===== src/rtl/ps2_pkg.sv =====
// Shared definitions for the device-side PS/2 transmitter: FSM states,
// frame length and the frame/parity helpers.
package ps2_pkg;

    localparam int PS2_FRAME_BITS = 11;

    typedef enum logic [1:0] {
        ST_IDLE,
        ST_HOLDOFF,
        ST_BIT_HI,
        ST_BIT_LO
    } ps2_state_e;

    // PS/2 uses odd parity: the parity bit makes the total count of ones odd.
    function automatic logic oddParity(input logic [7:0] data);
        return ~(^data);
    endfunction

    // Frame image with bit 0 sent first: start, d0..d7, parity, stop.
    function automatic logic [PS2_FRAME_BITS-1:0] buildFrame(input logic [7:0] data);
        return {1'b1, oddParity(data), data, 1'b0};
    endfunction

endpackage


===== src/rtl/ps2_tx_fifo.sv =====
// Small synchronous FIFO buffering bytes between the push port and the
// PS/2 serialiser. DEPTH must be a power of two so the pointers wrap freely.
module ps2_tx_fifo #(
    parameter int WIDTH = 8,
    parameter int DEPTH = 8
) (
    input  logic                   clk,
    input  logic                   reset_n,
    input  logic                   push_i,
    input  logic [WIDTH-1:0]       data_i,
    input  logic                   pop_i,
    output logic [WIDTH-1:0]       head_o,
    output logic                   full_o,
    output logic                   empty_o,
    output logic [$clog2(DEPTH):0] level_o
);

    localparam int AW = $clog2(DEPTH);
    localparam logic [AW:0] FULL_LEVEL = (AW + 1)'(DEPTH);

    logic [WIDTH-1:0] mem_q [DEPTH];
    logic [AW-1:0]    wrPtr_q;
    logic [AW-1:0]    rdPtr_q;
    logic [AW:0]      level_q;
    logic             doPush;
    logic             doPop;

    assign full_o  = (level_q == FULL_LEVEL);
    assign empty_o = (level_q == '0);
    assign doPush  = push_i && !full_o;
    assign doPop   = pop_i && !empty_o;
    assign head_o  = mem_q[rdPtr_q];
    assign level_o = level_q;

    // Storage array; contents need no reset since level gates every read.
    always_ff @(posedge clk) begin
        if (doPush) begin
            mem_q[wrPtr_q] <= data_i;
        end
    end

    // Pointer and occupancy bookkeeping; a simultaneous push and pop leaves the level alone.
    always_ff @(posedge clk or negedge reset_n) begin
        if (!reset_n) begin
            wrPtr_q <= '0;
            rdPtr_q <= '0;
            level_q <= '0;
        end else begin
            if (doPush) begin
                wrPtr_q <= wrPtr_q + 1'b1;
            end
            if (doPop) begin
                rdPtr_q <= rdPtr_q + 1'b1;
            end
            case ({doPush, doPop})
                2'b10:   level_q <= level_q + 1'b1;
                2'b01:   level_q <= level_q - 1'b1;
                default: level_q <= level_q;
            endcase
        end
    end

endmodule


===== src/rtl/ps2_device_tx.sv =====
// Device-side PS/2 transmitter: buffers pushed bytes and sends each as an
// 11-bit frame while generating the PS/2 clock, backing off and retrying
// whenever the host inhibits the clock during a high phase.
module ps2_device_tx #(
    parameter int CLK_HALF   = 286,
    parameter int HOLDOFF    = 358,
    parameter int FIFO_DEPTH = 8
) (
    input  logic                        clk,
    input  logic                        reset_n,
    input  logic [7:0]                  tx_data,
    input  logic                        tx_valid,
    output logic                        tx_ready,
    input  logic                        ps2_clk_i,
    input  logic                        ps2_data_i,
    output logic                        ps2_clk_o,
    output logic                        ps2_data_o,
    output logic                        busy,
    output logic [$clog2(FIFO_DEPTH):0] fifo_level,
    output logic                        aborted
);

    import ps2_pkg::*;

    localparam int CNT_MAX = (CLK_HALF > HOLDOFF) ? CLK_HALF : HOLDOFF;
    localparam int CNT_W   = $clog2(CNT_MAX + 1);
    localparam int LVL_W   = $clog2(FIFO_DEPTH) + 1;
    localparam logic [CNT_W-1:0] HALF_LAST = CNT_W'(CLK_HALF - 1);
    localparam logic [CNT_W-1:0] HOLD_LAST = CNT_W'(HOLDOFF - 1);
    localparam logic [3:0]       STOP_IDX  = 4'(PS2_FRAME_BITS - 1);

    ps2_state_e                state_q;
    ps2_state_e                state_d;
    logic [CNT_W-1:0]          cnt_q;
    logic [CNT_W-1:0]          cnt_d;
    logic [3:0]                bitIdx_q;
    logic [3:0]                bitIdx_d;
    logic [PS2_FRAME_BITS-1:0] shift_q;
    logic [PS2_FRAME_BITS-1:0] shift_d;
    logic                      aborted_q;
    logic [1:0]                clkSync_q;
    logic [1:0]                dataSync_q;

    logic       clkSynced;
    logic       dataSynced;
    logic       txAccept;
    logic       fifoPop;
    logic       fifoFull;
    logic       fifoEmpty;
    logic [7:0] fifoHead;
    logic       abortEvent;
    logic       stillNonEmpty;

    assign clkSynced  = clkSync_q[1];
    assign dataSynced = dataSync_q[1];
    assign tx_ready   = !fifoFull;
    assign txAccept   = tx_valid && tx_ready;
    assign aborted    = aborted_q;
    assign busy       = (state_q != ST_IDLE) || (fifo_level != '0);

    // After popping the last-but-one entry the queue stays occupied; a same-cycle push also counts.
    assign stillNonEmpty = (fifo_level > LVL_W'(1)) || txAccept;

    ps2_tx_fifo #(
        .WIDTH (8),
        .DEPTH (FIFO_DEPTH)
    ) u_fifo (
        .clk     (clk),
        .reset_n (reset_n),
        .push_i  (txAccept),
        .data_i  (tx_data),
        .pop_i   (fifoPop),
        .head_o  (fifoHead),
        .full_o  (fifoFull),
        .empty_o (fifoEmpty),
        .level_o (fifo_level)
    );

    // Two-flop synchronisers for the sensed bus lines; they idle high like a released bus.
    always_ff @(posedge clk or negedge reset_n) begin
        if (!reset_n) begin
            clkSync_q  <= 2'b11;
            dataSync_q <= 2'b11;
        end else begin
            clkSync_q  <= {clkSync_q[0], ps2_clk_i};
            dataSync_q <= {dataSync_q[0], ps2_data_i};
        end
    end

    // FSM state register.
    always_ff @(posedge clk or negedge reset_n) begin
        if (!reset_n) begin
            state_q <= ST_IDLE;
        end else begin
            state_q <= state_d;
        end
    end

    // Frame datapath registers: phase counter, bit index, frame shifter and abort pulse.
    always_ff @(posedge clk or negedge reset_n) begin
        if (!reset_n) begin
            cnt_q     <= '0;
            bitIdx_q  <= '0;
            shift_q   <= '1;
            aborted_q <= 1'b0;
        end else begin
            cnt_q     <= cnt_d;
            bitIdx_q  <= bitIdx_d;
            shift_q   <= shift_d;
            aborted_q <= abortEvent;
        end
    end

    // Next-state logic: idle-bus holdoff, then alternating clock phases per frame bit.
    always_comb begin
        state_d    = state_q;
        cnt_d      = cnt_q;
        bitIdx_d   = bitIdx_q;
        shift_d    = shift_q;
        fifoPop    = 1'b0;
        abortEvent = 1'b0;
        unique case (state_q)
            ST_IDLE: begin
                if (!fifoEmpty) begin
                    state_d = ST_HOLDOFF;
                    cnt_d   = '0;
                end
            end
            ST_HOLDOFF: begin
                if (!(clkSynced && dataSynced)) begin
                    cnt_d = '0;
                end else if (cnt_q == HOLD_LAST) begin
                    state_d  = ST_BIT_HI;
                    cnt_d    = '0;
                    bitIdx_d = '0;
                    shift_d  = buildFrame(fifoHead);
                end else begin
                    cnt_d = cnt_q + 1'b1;
                end
            end
            ST_BIT_HI: begin
                if (cnt_q == HALF_LAST) begin
                    cnt_d = '0;
                    if (!clkSynced) begin
                        abortEvent = 1'b1;
                        state_d    = ST_HOLDOFF;
                    end else begin
                        state_d = ST_BIT_LO;
                    end
                end else begin
                    cnt_d = cnt_q + 1'b1;
                end
            end
            ST_BIT_LO: begin
                if (cnt_q == HALF_LAST) begin
                    cnt_d = '0;
                    if (bitIdx_q == STOP_IDX) begin
                        fifoPop = 1'b1;
                        state_d = stillNonEmpty ? ST_HOLDOFF : ST_IDLE;
                    end else begin
                        bitIdx_d = bitIdx_q + 4'd1;
                        shift_d  = {1'b1, shift_q[PS2_FRAME_BITS-1:1]};
                        state_d  = ST_BIT_HI;
                    end
                end else begin
                    cnt_d = cnt_q + 1'b1;
                end
            end
            default: begin
                state_d = ST_IDLE;
            end
        endcase
    end

    // Line drivers: clock pulled low only in the low phase, data only while a frame is on the wire.
    always_comb begin
        ps2_clk_o  = 1'b1;
        ps2_data_o = 1'b1;
        unique case (state_q)
            ST_BIT_HI: begin
                ps2_data_o = shift_q[0];
            end
            ST_BIT_LO: begin
                ps2_clk_o  = 1'b0;
                ps2_data_o = shift_q[0];
            end
            default: begin
                ps2_clk_o  = 1'b1;
                ps2_data_o = 1'b1;
            end
        endcase
    end

endmodule


===== config.mk =====
export PLATFORM = sky130hd
export DESIGN_NAME = ps2_device_tx
export DESIGN_NICKNAME = d
export VERILOG_FILES = /design/src/rtl/ps2_pkg.sv /design/src/rtl/ps2_tx_fifo.sv /design/src/rtl/ps2_device_tx.sv
export SDC_FILE = /design/constraint.sdc
export NUM_CORES = 1
export LEC_CHECK = 0
export CORE_ASPECT_RATIO = 0.6
export CORE_MARGIN = 2
export CORE_UTILIZATION = 54
export CTS_CLUSTER_SIZE = 30
export DETAILED_ROUTE_END_ITERATION = 16
export GPL_ROUTABILITY_DRIVEN = 0
export HOLD_SLACK_MARGIN = 0.02
export PLACE_DENSITY = 0.75
export SLEW_MARGIN = 5
export SYNTH_ARGS = -nofsm -noshare
export SYNTH_HDL_FRONTEND = slang
export SYNTH_SLANG_ARGS = --single-unit

===== constraint.sdc =====
create_clock -name clk -period 2.4 [get_ports clk]
set_clock_uncertainty 0.15 [all_clocks]
set_input_delay 0.48 -clock clk [delete_from_list [all_inputs] [get_ports clk]]
set_output_delay 0.48 -clock clk [all_outputs]
set_load 0.005 [all_outputs]

Word level (Yosys, flattened, before mapping)

Memories as Yosys holds them, arrays and structs flattened.
Cells that the tools add are included.

Input bits: 13
Word-level logic and storage cells: 87
Output and inout bits: 9
Register bits after elaboration: 41
Memory bits (writable): 64
Memories: 1

Memories:

| name         | depth | bits a word | read ports | clocked after Yosys merged registers in | wr ports | RTL line          | text |
|---|---|---|---|---|---|---|---|
| u_fifo.mem_q | 8     | 8           | 1          | 0                                       | 1        | ps2_tx_fifo.sv:21 | `logic [WIDTH-1:0] mem_q [DEPTH];` |

Add/subtract/negate cells: 6
Order comparisons: 1
Multiplexer cells: 35
Bitwise operators: 1
Equal/unequal tests: 15
Reduce and logical (&&, ||, !) cells: 18

Operator list:

| operator                                                       | count |
|---|---|
| 2-to-1 mux 11 bit                                              | 4 |
| 2-to-1 mux 9 bit                                               | 4 |
| one-hot mux 9 bit (3 select lines)                             | 1 |
| one-hot mux 11 bit (2 select lines)                            | 1 |
| equality test 9 bit (second input constant)                    | 2 |
| 2-to-1 mux 4 bit                                               | 4 |
| one-hot mux 4 bit (2 select lines)                             | 2 |
| 2-to-1 mux 2 bit                                               | 7 |
| != test 2 bit (second input constant)                          | 6 |
| 2-to-1 mux 1 bit                                               | 11 |
| AND reduction 5 bit                                            | 2 |
| adder 9 x 1 -> 9 bit (second input constant)                   | 1 |
| adder 4 x 1 -> 4 bit (second input constant)                   | 2 |
| equality test 4 bit (second input constant)                    | 2 |
| one-hot mux 2 bit (4 select lines)                             | 1 |
| parity 8 bit                                                   | 1 |
| adder 3 x 1 -> 3 bit (second input constant)                   | 2 |
| equality test 2 bit (second input constant)                    | 3 |
| nonzero test 2 bit                                             | 3 |
| equality test 2 x 1 -> 1 bit (second input constant)           | 2 |
| greater-than comparator 4 x 1 -> 1 bit (second input constant) | 1 |
| logical AND 1 bit                                              | 4 |
| zero test 4 bit                                                | 1 |
| nonzero test 4 bit                                             | 1 |
| other kinds (6)                                                | 8 |

Depth between registers and ports, before layout

Gate-level depths: netlist (run 1).

Depth in word-level cells: 8
Depth in mapped cells: 9

By module

Synthesis (run 1) repeated with hierarchy kept, for this count alone.

Cells, all modules: 317
Area total of the unflattened synthesis: 4,740.8 um2

Modules (own cells, without submodules):

| module        | area each (um2) | cells an instance | sequential area each (um2) | instances |
|---|---|---|---|---|
| ps2_tx_fifo   | 3,124.2         | 160               | 2,172.1                    | 1 |
| ps2_device_tx | 1,616.6         | 157               | 768.2                      | 1 |

Least setup slack after synthesis (run 1)

OpenSTA, ideal clock, no wires.

Path kind: flip-flop to flip-flop
Start: register u_fifo.level_q[0] (netlist: u_fifo.level_o[0])
End: memory u_fifo.mem_q[0][0], enable pin
Data required time: 1.855 ns
Setup slack: -0.059 ns
Setup time: 0.395 ns
Arrival: 1.915 ns
Path buffers: 0
Clock period less this slack: 2.459 ns
Stages on the path, launching flop included: 6
Path through: dfrtp_1 > inv_1 > ha_1 > nand3b_1 > nand2_1 > nor4_1

Longest elaborated chain between the ends: 6

RTL lines:

| what                                       | RTL line            | text |
|---|---|---|
| start, declared                            | ps2_tx_fifo.sv:24   | `logic [AW:0] level_q;` |
| start signal, assigned                     | ps2_tx_fifo.sv:56   | `2'b10: level_q <= level_q + 1'b1;` |
| start signal, assigned                     | ps2_tx_fifo.sv:57   | `2'b01: level_q <= level_q - 1'b1;` |
| start signal, assigned                     | ps2_tx_fifo.sv:58   | `default: level_q <= level_q;` |
| equality test 4 bit (*)                    | ps2_tx_fifo.sv:28   | `assign full_o = (level_q == FULL_LEVEL);` |
| zero test 1 bit (*)                        | ps2_device_tx.sv:56 | `assign tx_ready = !fifoFull;` |
| named net tx_ready                         | ps2_device_tx.sv:13 | `output logic tx_ready,` |
| logical AND 1 bit                          | ps2_device_tx.sv:57 | `assign txAccept = tx_valid && tx_ready;` |
| logical AND 1 bit (*)                      | ps2_tx_fifo.sv:30   | `assign doPush = push_i && !full_o;` |
| 2-to-1 mux 1 bit (*)                       | ps2_tx_fifo.sv:37   | `if (doPush) begin` |
| 2-to-1 mux 1 bit (implied by the code) (*) | ps2_tx_fifo.sv:38   | `mem_q[wrPtr_q] <= data_i;` |
| end, declared                              | ps2_tx_fifo.sv:21   |  |

The timed path passes the listed nets; every way through them passes the cells marked *.

Worst setup path in the final report (run 1)

Start: register u_fifo.rdPtr_q[0]
End: register shift_q[9]

Longest elaborated chain between the ends: 6

RTL lines:

| what                                | RTL line             | text |
|---|---|---|
| start, declared                     | ps2_tx_fifo.sv:23    | `logic [AW-1:0] rdPtr_q;` |
| start signal, assigned              | ps2_tx_fifo.sv:53    | `rdPtr_q <= rdPtr_q + 1'b1;` |
| memory read (8 x 8 bit)             | n/a                  |  |
| parity 8 bit                        | ps2_pkg.sv:16        | `return ~(^data);` |
| inverter 1 bit                      | ps2_pkg.sv:16        |  |
| 2-to-1 mux 11 bit                   | ps2_device_tx.sv:132 | `end else if (cnt_q == HOLD_LAST) begin` |
| 2-to-1 mux 11 bit                   | ps2_device_tx.sv:130 | `if (!(clkSynced && dataSynced)) begin` |
| one-hot mux 11 bit (2 select lines) | ps2_device_tx.sv:122 | `unique case (state_q)` |
| end signal, assigned                | ps2_device_tx.sv:109 | `shift_q <= shift_d;` |
| end, declared                       | ps2_device_tx.sv:38  | `logic [PS2_FRAME_BITS-1:0] shift_q;` |

No other way between the ends. The select of a mux whose other input is x is not followed.
A chain may end at the register's enable or synchronous reset.

==> results of run 1 <==
## per-stage QoR
step	instance area [µm²]	power (µW)	std cells	worst slack (ns)
after floorplan	4561	2674	296	0.1200
after global placement	5081	3027	446	0.07803
after detailed placement	5081	3060	446	0.03643
after CTS	5408	4578	462	0.009992
after global routing	5480	4753	464	-0.01608
final	5480	4556	464	0.05413
## routing by layer
| layer | track usage, % | share of wire (%) | vias up |
|---|---|---|---|
| met5 | 0 | 0 | - |
| met4 | 6.513 | 0.87 | 0 |
| met3 | 5.833 | 6.1 | 9 |
| met2 | 31.48 | 45 | 73 |
| met1 | 32.39 | 48 | 1354 |
| li1 | - | - | 1228 |
## Yosys cell counts (3+ instances only)
| cell | count |
|---|---|
| clkbuf_1 | 5 |
| edfxtp_1 | 64 |
| xnor2_1 | 12 |
| inv_1 | 7 |
| o21ai_1 | 3 |
| nor2_1 | 18 |
| mux2i_1 | 9 |
| dfrtp_1 | 26 |
| a21oi_1 | 11 |
| and3_1 | 4 |
| mux4_2 | 7 |
| nand2_1 | 15 |
| nor3_1 | 7 |
| dfstp_2 | 14 |
| mux4_1 | 9 |
| nor2b_1 | 3 |
| ha_1 | 10 |
| o21ai_0 | 11 |
| mux2_2 | 9 |
| nand2b_1 | 7 |
| xor2_1 | 4 |
| nand3_1 | 8 |
## flip-flops by register name (all words and copies together), names as in the netlist
signal / flops
u_fifo.mem_q: 64
shift_q: 10
cnt_q: 9
bitIdx_q: 4
u_fifo.level_o: 4
u_fifo.rdPtr_q: 3
u_fifo.wrPtr_q: 3
clkSync_q: 2
dataSync_q: 2
state_q: 2
aborted: 1
## where the power goes
part	leakage (µW)	switching (µW)	internal, µW
logic	0.000817	413	399
registers	0.00107	130	2140
clock network	0.000140	655	817
total	0.00202	1200	3360
## cell families (layout without fill, tap and decap cells)
kind of cell	Yosys count	after routing	synth area share [%]
fa+ha+maj	10	10	2.747
xor+xnor	16	16	3.077
flops	104	104	64.56
mux	38	38	13.96
buf+inv	18	78	2.445
simple gates	73	73	8.297
compound gates	37	37	4.917
## worst reg2reg max path, stage by stage, from the launching register on
cell and delay, ns:
dfrtp_2 0.43, clkbuf_16 0.20, mux4_1 0.58, mux2i_2 0.22, xnor2_1 0.18, xnor2_1 0.16
xnor2_1 0.09, o32a_1 0.28
## worst min path at each step
| stage | startpoint | to | slack [ns] | cells past startpoint |
|---|---|---|---|---|
| 3_5_place_dp | clkSync_q[0]$_DFF_PN1_ | clkSync_q[1]$_DFF_PN1_ | 0.20 | 0 |
| 2_1_floorplan | reset_n | aborted$_DFF_PN0_ | 0.03 | 0 |
| 3_3_place_gp | clkSync_q[0]$_DFF_PN1_ | clkSync_q[1]$_DFF_PN1_ | 0.20 | 0 |
| 4_1_cts | reset_n | cnt_q[8]$_DFFE_PN0P_ | 0.04 | 2 |
| 6_report | reset_n | u_fifo.level_o[3]$_DFFE_PN0P_ | 0.03 | 2 |
| 5_1_grt | reset_n | cnt_q[0]$_DFFE_PN0P_ | 0.07 | 2 |
## layout make-up
class                   count  area, µm²  share of cell area [%]
clock inverters             7      77.57                   1.416
inverters                   7      26.28                  0.4795
well taps                 108      135.1                   2.466
repair buffers             55      505.5                   9.224
clock buffers               9      225.2                   4.110
flip-flops and latches    104       2943                   53.70
multi-input cells         174       1568                   28.61
## timing repair
item / CTS / global route
gates cloned: 0 / 1
setup buffers: 0 / 1
resized for setup: 6 / 13
endpoints found under the setup margin: 2 / 10
pin swaps: 0 / 2
==> flow_metrics.env, run 1 <==
export IMPL_yosysWarnings=0
export IMPL_num_rows=25
export IMPL_cts_buffers=9
export IMPL_hold_viol_final=0
export IMPL_io_pins=22
export IMPL_fin_crit_sh_pct=97.74
export IMPL_ys_flop_type="edfxtp_1"
export IMPL_final_common_cell="edfxtp_1"
export IMPL_drtPass1Iterations=4
export IMPL_synth_area_leaders="edfxtp_1, dfrtp_1, dfstp_2"
export IMPL_path_clk_slew_ns=0.07
export IMPL_fillers=544
export IMPL_critical_path_endpoint="shift_q[9]$_DFFE_PN1P_"
export IMPL_synth_edf_count=64
export IMPL_worst_slew_pin_slew_ns=0.6978
export IMPL_status="finished, final reports clean"
export IMPL_synth_seq_cells=104
export IMPL_critical_path_depth=7
export IMPL_clk_latency_ns=0.35
export IMPL_diodes=0
export IMPL_fin_nets=374
export IMPL_crit_fanout=9
export IMPL_ctsHtreeMaxLevel=3
export IMPL_grt_pass1_vias=2626
export IMPL_power_leakage_uw=0.002023
export IMPL_vias_per_cell=5.741
export IMPL_criticalPathCategory="reg2reg"
export IMPL_peakVddDrop_mv=0.6109
export IMPL_min_period_ns=2.346
export IMPL_clockBufferDepth=2
export IMPL_routed_wl_mm=9.125
export IMPL_core_area_um2=8039
export IMPL_area_delta_synth_final_pct=20.33
export IMPL_regToRegStartpoint="u_fifo.rdPtr_q[0]$_DFFE_PN0P_"
export IMPL_relSlewSlack_pct=53.48
export IMPL_synth_cells=296
export IMPL_fp_dieArea_um2=9209
export IMPL_synth_avg_cell_area_um2=15.39
export IMPL_setup_viol=0
export IMPL_critPathBufInv=1
export IMPL_grt_max_degree=41
export IMPL_cts_sinks=104
export IMPL_synth_top_area_share_pct=42.20
export IMPL_ant_nets=0
export IMPL_rrSetupSlack_ns=0.05
export IMPL_yosys_area_top_type="edfxtp_1"
export IMPL_r2r_cells=7
export IMPL_async_flop_share_pct=38.46
export IMPL_wire_per_inst_um=19.67
export IMPL_drive_gt1_share_pct=27.81
export IMPL_syn_num_nets=319
export IMPL_drv_slew=0
export IMPL_drc=0
export IMPL_cp_startpoint="u_fifo.rdPtr_q[0]$_DFFE_PN0P_"
export IMPL_port_buffers=21
export IMPL_start_kind="register"
export IMPL_drt_iter0_markers=269
export IMPL_fin_util_pct=68.17
export IMPL_ctsHoldBuffers=0
export IMPL_fmax_mhz=426.3
export IMPL_grt_antenna_before_repair=0
export IMPL_yosysSeqAreaShare_pct=64.56
export IMPL_path_common_cell="xnor2_1"
export IMPL_cp_end_kind="register"
export IMPL_grt_use_total_pct=21.64
export IMPL_root_buffer="clkbuf_16"
export IMPL_overflow=0
export IMPL_fin_setup_tns_ns=0
export IMPL_syn_area_um2=4554
export IMPL_path_cells="clkbuf_16 -> mux4_1 -> mux2i_2 -> xnor2_1 -> xnor2_1 -> xnor2_1 -> o32a_1"
export IMPL_dp_hpwl_mm=6.071
export IMPL_tritoncts="built"
export IMPL_hold_path_class="in2async"
export IMPL_drv_cap=0
export IMPL_critPathArrivalTime_ns=2.48
export IMPL_crit_family="multiplexers"
export IMPL_crit_path_top_delay_cell="mux4_1"
export IMPL_synthDistinctLibCells=45
export IMPL_final_cell_mix="edfxtp_1, buf_4, dfrtp_1"
export IMPL_die_width_um=122.6
export IMPL_start_util_pct=56.65
export IMPL_power_density_nw_per_um2=831.4
export IMPL_vias=2664
export IMPL_grt_setup_unrepaired="yes"
export IMPL_worstReg2RegEnd="shift_q[9]$_DFFE_PN1P_"
export IMPL_crit_path_max_incr_delay_ns=0.57
export IMPL_die_h_um=75.14
export IMPL_critical_path_required_ns=2.53
export IMPL_hold_slack_ns=0.02782
export IMPL_grt_pass1_wl_mm=14.18
Note: power is estimated with default switching activity, not from simulation.
==> run 2: changes to the inputs <==
--- a/config.mk
+++ b/config.mk
@@ -5,14 +5,16 @@
 export SDC_FILE = /design/constraint.sdc
 export NUM_CORES = 1
 export LEC_CHECK = 0
+export CELL_PAD_IN_SITES_DETAIL_PLACEMENT = 0
+export CELL_PAD_IN_SITES_GLOBAL_PLACEMENT = 1
 export CORE_ASPECT_RATIO = 0.6
 export CORE_MARGIN = 2
-export CORE_UTILIZATION = 54
-export CTS_CLUSTER_SIZE = 30
+export CORE_UTILIZATION = 46
+export CTS_CLUSTER_SIZE = 10
 export DETAILED_ROUTE_END_ITERATION = 16
 export GPL_ROUTABILITY_DRIVEN = 0
 export HOLD_SLACK_MARGIN = 0.02
-export PLACE_DENSITY = 0.75
+export PLACE_DENSITY_LB_ADDON = 0.1
 export SLEW_MARGIN = 5
 export SYNTH_ARGS = -nofsm -noshare
 export SYNTH_HDL_FRONTEND = slang
==> run 2 against run 1 <==
- global-route usage shrank 3.8 points
- via count fell by 2.0%
- first-iteration DRC count shrank 42%
- core utilization shrank 11 points
- register-to-register slack lost 0.02 ns
- worst setup slack got worse by 0.016 ns
- combinational power is 3.3% higher
- sequential power hardly changed
- non-clock buffer count increased by 10
- sequential cell count unchanged
- critical path type unchanged
==> flow_metrics.env, run 2 (same netlist as run 1, synthesis figures left out) <==
export IMPL_status="finished, final reports clean"
export IMPL_fin_crit_sh_pct=98.42
export IMPL_rrSetupSlack_ns=0.04
export IMPL_drc=0
export IMPL_final_common_cell="edfxtp_1"
export IMPL_ctsHtreeMaxLevel=3
export IMPL_die_width_um=132.5
export IMPL_die_h_um=81.08
export IMPL_grt_max_degree=41
export IMPL_p_sw_uw=1165
export IMPL_clk_latency_ns=0.34
export IMPL_start_util_pct=46.76
export IMPL_cp_end_kind="register"
export IMPL_drt_iter0_markers=156
export IMPL_drive_gt1_share_pct=30.33
export IMPL_vias_per_cell=5.210
export IMPL_min_period_ns=2.362
export IMPL_fin_cells=501
export IMPL_pwr_share_comb_pct=18.2
export IMPL_fin_ws_ns=0.03797
export IMPL_ant_nets=0
export IMPL_regMostFlops="u_fifo.mem_q"
export IMPL_grt_setup_unrepaired="yes"
export IMPL_clkPwrFrac_pct=32.9
export IMPL_dp_hpwl_mm=5.971
export IMPL_ctsHoldBuffers=0
export IMPL_io_pins=22
export IMPL_worst_slew_pin_slew_ns=0.6926
export IMPL_hold_path_class="in2async"
export IMPL_power_frac_seq_pct=48.9
export IMPL_fin_nets=384
export IMPL_critPathArrivalTime_ns=2.48
export IMPL_r2r_cells=7
export IMPL_regToRegStartpoint="u_fifo.rdPtr_q[0]$_DFFE_PN0P_"
export IMPL_crit_fanout=9
export IMPL_grt_use_total_pct=17.85
export IMPL_power_leakage_uw=0.002080
export IMPL_final_cell_mix="edfxtp_1, buf_4, dfrtp_1"
export IMPL_p_total_uw=4604
export IMPL_setup_viol=0
export IMPL_critical_path_required_ns=2.52
export IMPL_tritoncts="built"
export IMPL_worstReg2RegEnd="shift_q[9]$_DFFE_PN1P_"
export IMPL_port_buffers=21
export IMPL_fin_setup_tns_ns=0
export IMPL_drv_slew=0
export IMPL_cts_buffers=9
export IMPL_fp_dieArea_um2=10740
export IMPL_core_area_um2=9739
export IMPL_cts_sinks=104
export IMPL_area_delta_synth_final_pct=22.01
export IMPL_top_regs="u_fifo.mem_q (64), shift_q (10), cnt_q (9)"
export IMPL_routed_wl_mm=9.049
export IMPL_drv_cap=0
export IMPL_largest_reg_flops=64
export IMPL_grt_pass1_vias=2502
export IMPL_diodes=0
export IMPL_dp_slack_ns=-0.01501
export IMPL_power_density_nw_per_um2=828.5
export IMPL_clockBufferDepth=2
export IMPL_drtPass1Iterations=4
export IMPL_peakVddDrop_mv=0.4011
export IMPL_fmax_mhz=423.4
export IMPL_start_kind="register"
export IMPL_wire_per_inst_um=18.06
export IMPL_num_rows=28
export IMPL_overflow=0
export IMPL_hold_slack_ns=0.04350
export IMPL_vias=2610
export IMPL_hold_viol_final=0
export IMPL_grt_antenna_before_repair=0
export IMPL_grt_pass1_wl_mm=14.00
export IMPL_p_sw_share_pct=25.31
export IMPL_path_clk_slew_ns=0.07
export IMPL_criticalPathCategory="reg2reg"
export IMPL_relSlewSlack_pct=53.82
export IMPL_intPower_uw=3438
export IMPL_placedCellCount=477
export IMPL_root_buffer="clkbuf_16"
-- run 2: changes by cell type in the layout (fill, tap and decap cells not counted), moves of 2 or more --
| cell | before | now |
|---|---|---|
| mux2i_2 | 5 | 8 |
| mux2i_1 | 5 | 3 |
| xnor2_1 | 12 | 10 |
| xnor2_2 | 0 | 2 |
| buf_4 | 31 | 42 |
-- run 2: worst max path at each step --
stage / cells after the start / from / to
floorplan: 5 / u_fifo.level_o[0]$_DFFE_PN0P_ / u_fifo.mem_q[1][0]$_DFFE_PP_
global placement: 7 / u_fifo.rdPtr_q[0]$_DFFE_PN0P_ / shift_q[9]$_DFFE_PN1P_
detailed placement: 7 / u_fifo.rdPtr_q[0]$_DFFE_PN0P_ / shift_q[9]$_DFFE_PN1P_
CTS: 7 / u_fifo.rdPtr_q[0]$_DFFE_PN0P_ / shift_q[9]$_DFFE_PN1P_
global route: 7 / u_fifo.rdPtr_q[0]$_DFFE_PN0P_ / shift_q[9]$_DFFE_PN1P_
finish: 7 / u_fifo.rdPtr_q[0]$_DFFE_PN0P_ / shift_q[9]$_DFFE_PN1P_
-- run 2: per-stage QoR --
stage / cell area (µm²) / utilization (%)
6_report: 5557 / 57.05
5_1_grt: 5557 / 57.05
4_1_cts: 5482 / 56.28
3_5_place_dp: 5132 / 52.70
3_3_place_gp: 5132 / 52.70
2_1_floorplan: 4561 / -
-- run 2: area by class of cell --
class | count | area [µm²]
well taps | 135 | 168.9
fillers | 790 | 4183
inverters | 7 | 26.28
multi-input cells | 174 | 1549
repair buffers | 65 | 553.0
clock inverters | 5 | 62.56
clock buffers | 11 | 254.0
flip-flops and latches | 104 | 2943
-- run 2: critical path, stage by stage, from the launching register on --
cell	delay [ns]
dfrtp_2	0.41
buf_12	0.16
mux4_1	0.57
mux2i_2	0.23
xnor2_1	0.17
xnor2_1	0.18
xnor2_1	0.12
o32a_1	0.31
-- run 2: what timing repair did --
action | CTS | global route
setup buffers | 2 | 5
setup endpoints to repair | 3 | 6
gates cloned | 0 | 1
endpoints found under the hold margin | 0 | 0
gates resized for setup | 8 | 15
pin swaps | 1 | 4
-- run 2: per-layer routing --
metal,vias up,GRT usage (%),wire length [µm]
li1,1252,-,-
met1,1308,28.46,5033
met2,41,23.63,3558
met3,9,4.494,348
met4,0,5.484,108
met5,-,0,0
-- run 2: power groups by stage --
| stage | sequential, µW | combinational [µW] | clock, µW |
|---|---|---|---|
| after floorplan | 2280 | 390 | 0 |
| after global placement | 2280 | 791 | 0 |
| after detailed placement | 2280 | 802 | 0 |
| after CTS | 2250 | 822 | 1540 |
| after global routing | 2270 | 931 | 1620 |
| final | 2250 | 839 | 1510 |
==> run 3: changes to the inputs <==
--- a/config.mk
+++ b/config.mk
@@ -8,10 +8,10 @@
 export CELL_PAD_IN_SITES_DETAIL_PLACEMENT = 0
 export CELL_PAD_IN_SITES_GLOBAL_PLACEMENT = 1
 export CORE_ASPECT_RATIO = 0.6
-export CORE_MARGIN = 2
-export CORE_UTILIZATION = 46
+export CORE_UTILIZATION = 48
 export CTS_CLUSTER_SIZE = 10
 export DETAILED_ROUTE_END_ITERATION = 16
+export DONT_BUFFER_PORTS = 1
 export GPL_ROUTABILITY_DRIVEN = 0
 export HOLD_SLACK_MARGIN = 0.02
 export PLACE_DENSITY_LB_ADDON = 0.1
==> run 3 against run 2 <==
- first-iteration DRC count up 9.0%
- non-clock buffer count down 25
- hold slack better by 0.032 ns
- clock power about the same
- clock-buffer cell count down 2
- via count down 4.1%
- combinational power down 20%
- core utilization up 1.2 points
- critical endpoint unchanged
==> flow_metrics.env, run 3 (same netlist as run 1, synthesis figures left out) <==
export IMPL_crit_fanout=4
export IMPL_die_h_um=77.45
export IMPL_port_buffers=0
export IMPL_min_period_ns=2.340
export IMPL_crit_path_max_incr_delay_ns=0.51
export IMPL_top_usage_layer="met1"
export IMPL_grtUsageMet3_pct=4.621
export IMPL_overflow=0
export IMPL_largest_reg_flops=64
export IMPL_path_clk_slew_ns=0.07
export IMPL_clk_latency_ns=0.35
export IMPL_crit_path_top_delay_cell="mux4_2"
export IMPL_cts_sinks=104
export IMPL_path_common_cell="xnor2_2"
export IMPL_routed_wl_mm=8.989
export IMPL_grt_pass1_wl_mm=13.83
export IMPL_worst_slew_pin_slew_ns=0.8395
export IMPL_ant_nets=0
export IMPL_drv_slew=0
export IMPL_grt_use_met1_pct=31.04
export IMPL_final_common_cell="edfxtp_1"
export IMPL_fin_setup_tns_ns=0
export IMPL_drc=0
export IMPL_fmax_mhz=427.4
export IMPL_tritoncts="built"
export IMPL_wire_per_inst_um=19.08
export IMPL_drv_cap=0
export IMPL_relSlewSlack_pct=44.03
export IMPL_placedCellCount=444
export IMPL_criticalPathCategory="reg2reg"
export IMPL_num_rows=27
export IMPL_fin_nets=359
export IMPL_power_leakage_uw=0.001993
export IMPL_top_regs="u_fifo.mem_q (64), shift_q (10), cnt_q (9)"
export IMPL_cts_buffers=9
export IMPL_use_met2_pct=25.43
export IMPL_grt_pass1_vias=2441
export IMPL_clockBufferDepth=2
export IMPL_area_delta_synth_final_pct=17.61
export IMPL_cp_end_kind="register"
export IMPL_power_density_nw_per_um2=825.9
export IMPL_grt_setup_unrepaired="yes"
export IMPL_setup_viol=0
export IMPL_hold_path_class="in2reg"
export IMPL_peakVddDrop_mv=0.4408
export IMPL_drtPass1Iterations=5
export IMPL_die_width_um=127.8
export IMPL_critical_path_required_ns=2.51
export IMPL_status="finished, final reports clean"
export IMPL_hold_viol_final=0
export IMPL_grt_use_total_pct=19.50
export IMPL_hold_start="tx_data[6]"
export IMPL_path_cells="buf_6 -> mux4_2 -> mux2i_2 -> xnor2_2 -> xnor2_2 -> xnor2_1 -> o32a_1"
export IMPL_dp_hpwl_mm=5.798
export IMPL_cp_startpoint="u_fifo.rdPtr_q[0]$_DFFE_PN0P_"
export IMPL_regToRegStartpoint="u_fifo.rdPtr_q[0]$_DFFE_PN0P_"
export IMPL_fp_dieArea_um2=9894
export IMPL_grt_max_degree=41
export IMPL_vias_per_cell=5.316
export IMPL_fillers=752
export IMPL_final_cell_mix="edfxtp_1, buf_4, dfrtp_1"
export IMPL_grt_antenna_before_repair=0
export IMPL_critPathArrivalTime_ns=2.45
export IMPL_start_kind="register"
export IMPL_io_pins=22
export IMPL_start_util_pct=49.56
export IMPL_drive_gt1_share_pct=31.09
export IMPL_vias=2504
export IMPL_drt_iter0_markers=170
export IMPL_regMostFlops="u_fifo.mem_q"
export IMPL_root_buffer="clkbuf_16"
export IMPL_ctsHtreeMaxLevel=3
export IMPL_core_area_um2=9189
export IMPL_fin_cells=471
export IMPL_diodes=0
export IMPL_fin_crit_sh_pct=97.48
[run 3: changes by cell type in the layout (fill, tap and decap cells not counted), moves of 3 or more]
| cell | change |
|---|---|
| mux2i_2 | -3 |
| mux4_2 | +5 |
| dlygate4sd3_1 | +3 |
| buf_4 | -10 |
| clkdlybuf4s50_1 | -18 |
| mux4_1 | -5 |
[run 3: per-layer routing]
layer,vias to the layer above,wire length [µm]
met5,-,0
met4,0,106
met3,8,390
met2,47,3711
met1,1249,4781
li1,1200,-
[run 3: repair_timing]
| action | 4_1_cts | 5_1_grt |
|---|---|---|
| setup endpoints to repair | 1 | 2 |
| hold buffers | 4 | 0 |
| gates cloned | 0 | 1 |
| pin swaps | 0 | 6 |
| buffers inserted | 0 | 6 |
| gates resized for setup | 1 | 23 |
| endpoints found under the hold margin | 42 | 0 |
[run 3: where the power goes]
group / switching [µW] / internal [µW]
Clock: 656 / 821
Sequential: 134 / 2140
Combinational: 364 / 306
Total: 1150 / 3270
[run 3: metrics by stage]
stage	area [µm²]	power [µW]	util [%]	hold WS [ns]	setup WS [ns]
5_1_grt	5356	4627	58.29	0.05743	-0.03845
4_1_cts	5239	4420	57.01	0.06260	0.01497
6_report	5356	4424	58.29	0.07557	0.06043
3_5_place_dp	4881	2915	53.12	0.03537	0.04633
2_1_floorplan	4561	2674	-	0.03441	0.1200
3_3_place_gp	4881	2911	53.12	0.03540	0.07431
[run 3: worst max-delay path: cells and delay by family (launching register included)]
kind	cells	cell delay (ns)
XOR/XNOR	3	0.46
flip-flops	1	0.45
AO/OA/AOI/OAI	1	0.30
multiplexers	2	0.75
buffers and inverters	1	0.15
[run 3: cell type report]
type / instances / area, µm² / share of cell area (%)
repair buffers: 40 / 366.6 / 6.844
multi-input cells: 174 / 1556 / 29.06
clock inverters: 7 / 77.57 / 1.448
clock buffers: 9 / 225.2 / 4.205
well taps: 130 / 162.7 / 3.037
inverters: 7 / 26.28 / 0.4905
flip-flops and latches: 104 / 2942 / 54.92
[run 3: final timing paths]
check                                           endpoint  slack, ns  depth (start not counted)
min in group asynchronous  u_fifo.level_o[1]$_DFFE_PN0P_       0.45                          2
min                         u_fifo.mem_q[6][6]$_DFFE_PP_       0.08                          0
max reg2reg                       shift_q[9]$_DFFE_PN1P_       0.06                          7
max in group asynchronous        dataSync_q[1]$_DFF_PN1_       1.39                          2
max                               shift_q[9]$_DFFE_PN1P_       0.06                          7
min reg2reg                      dataSync_q[1]$_DFF_PN1_       0.21                          0
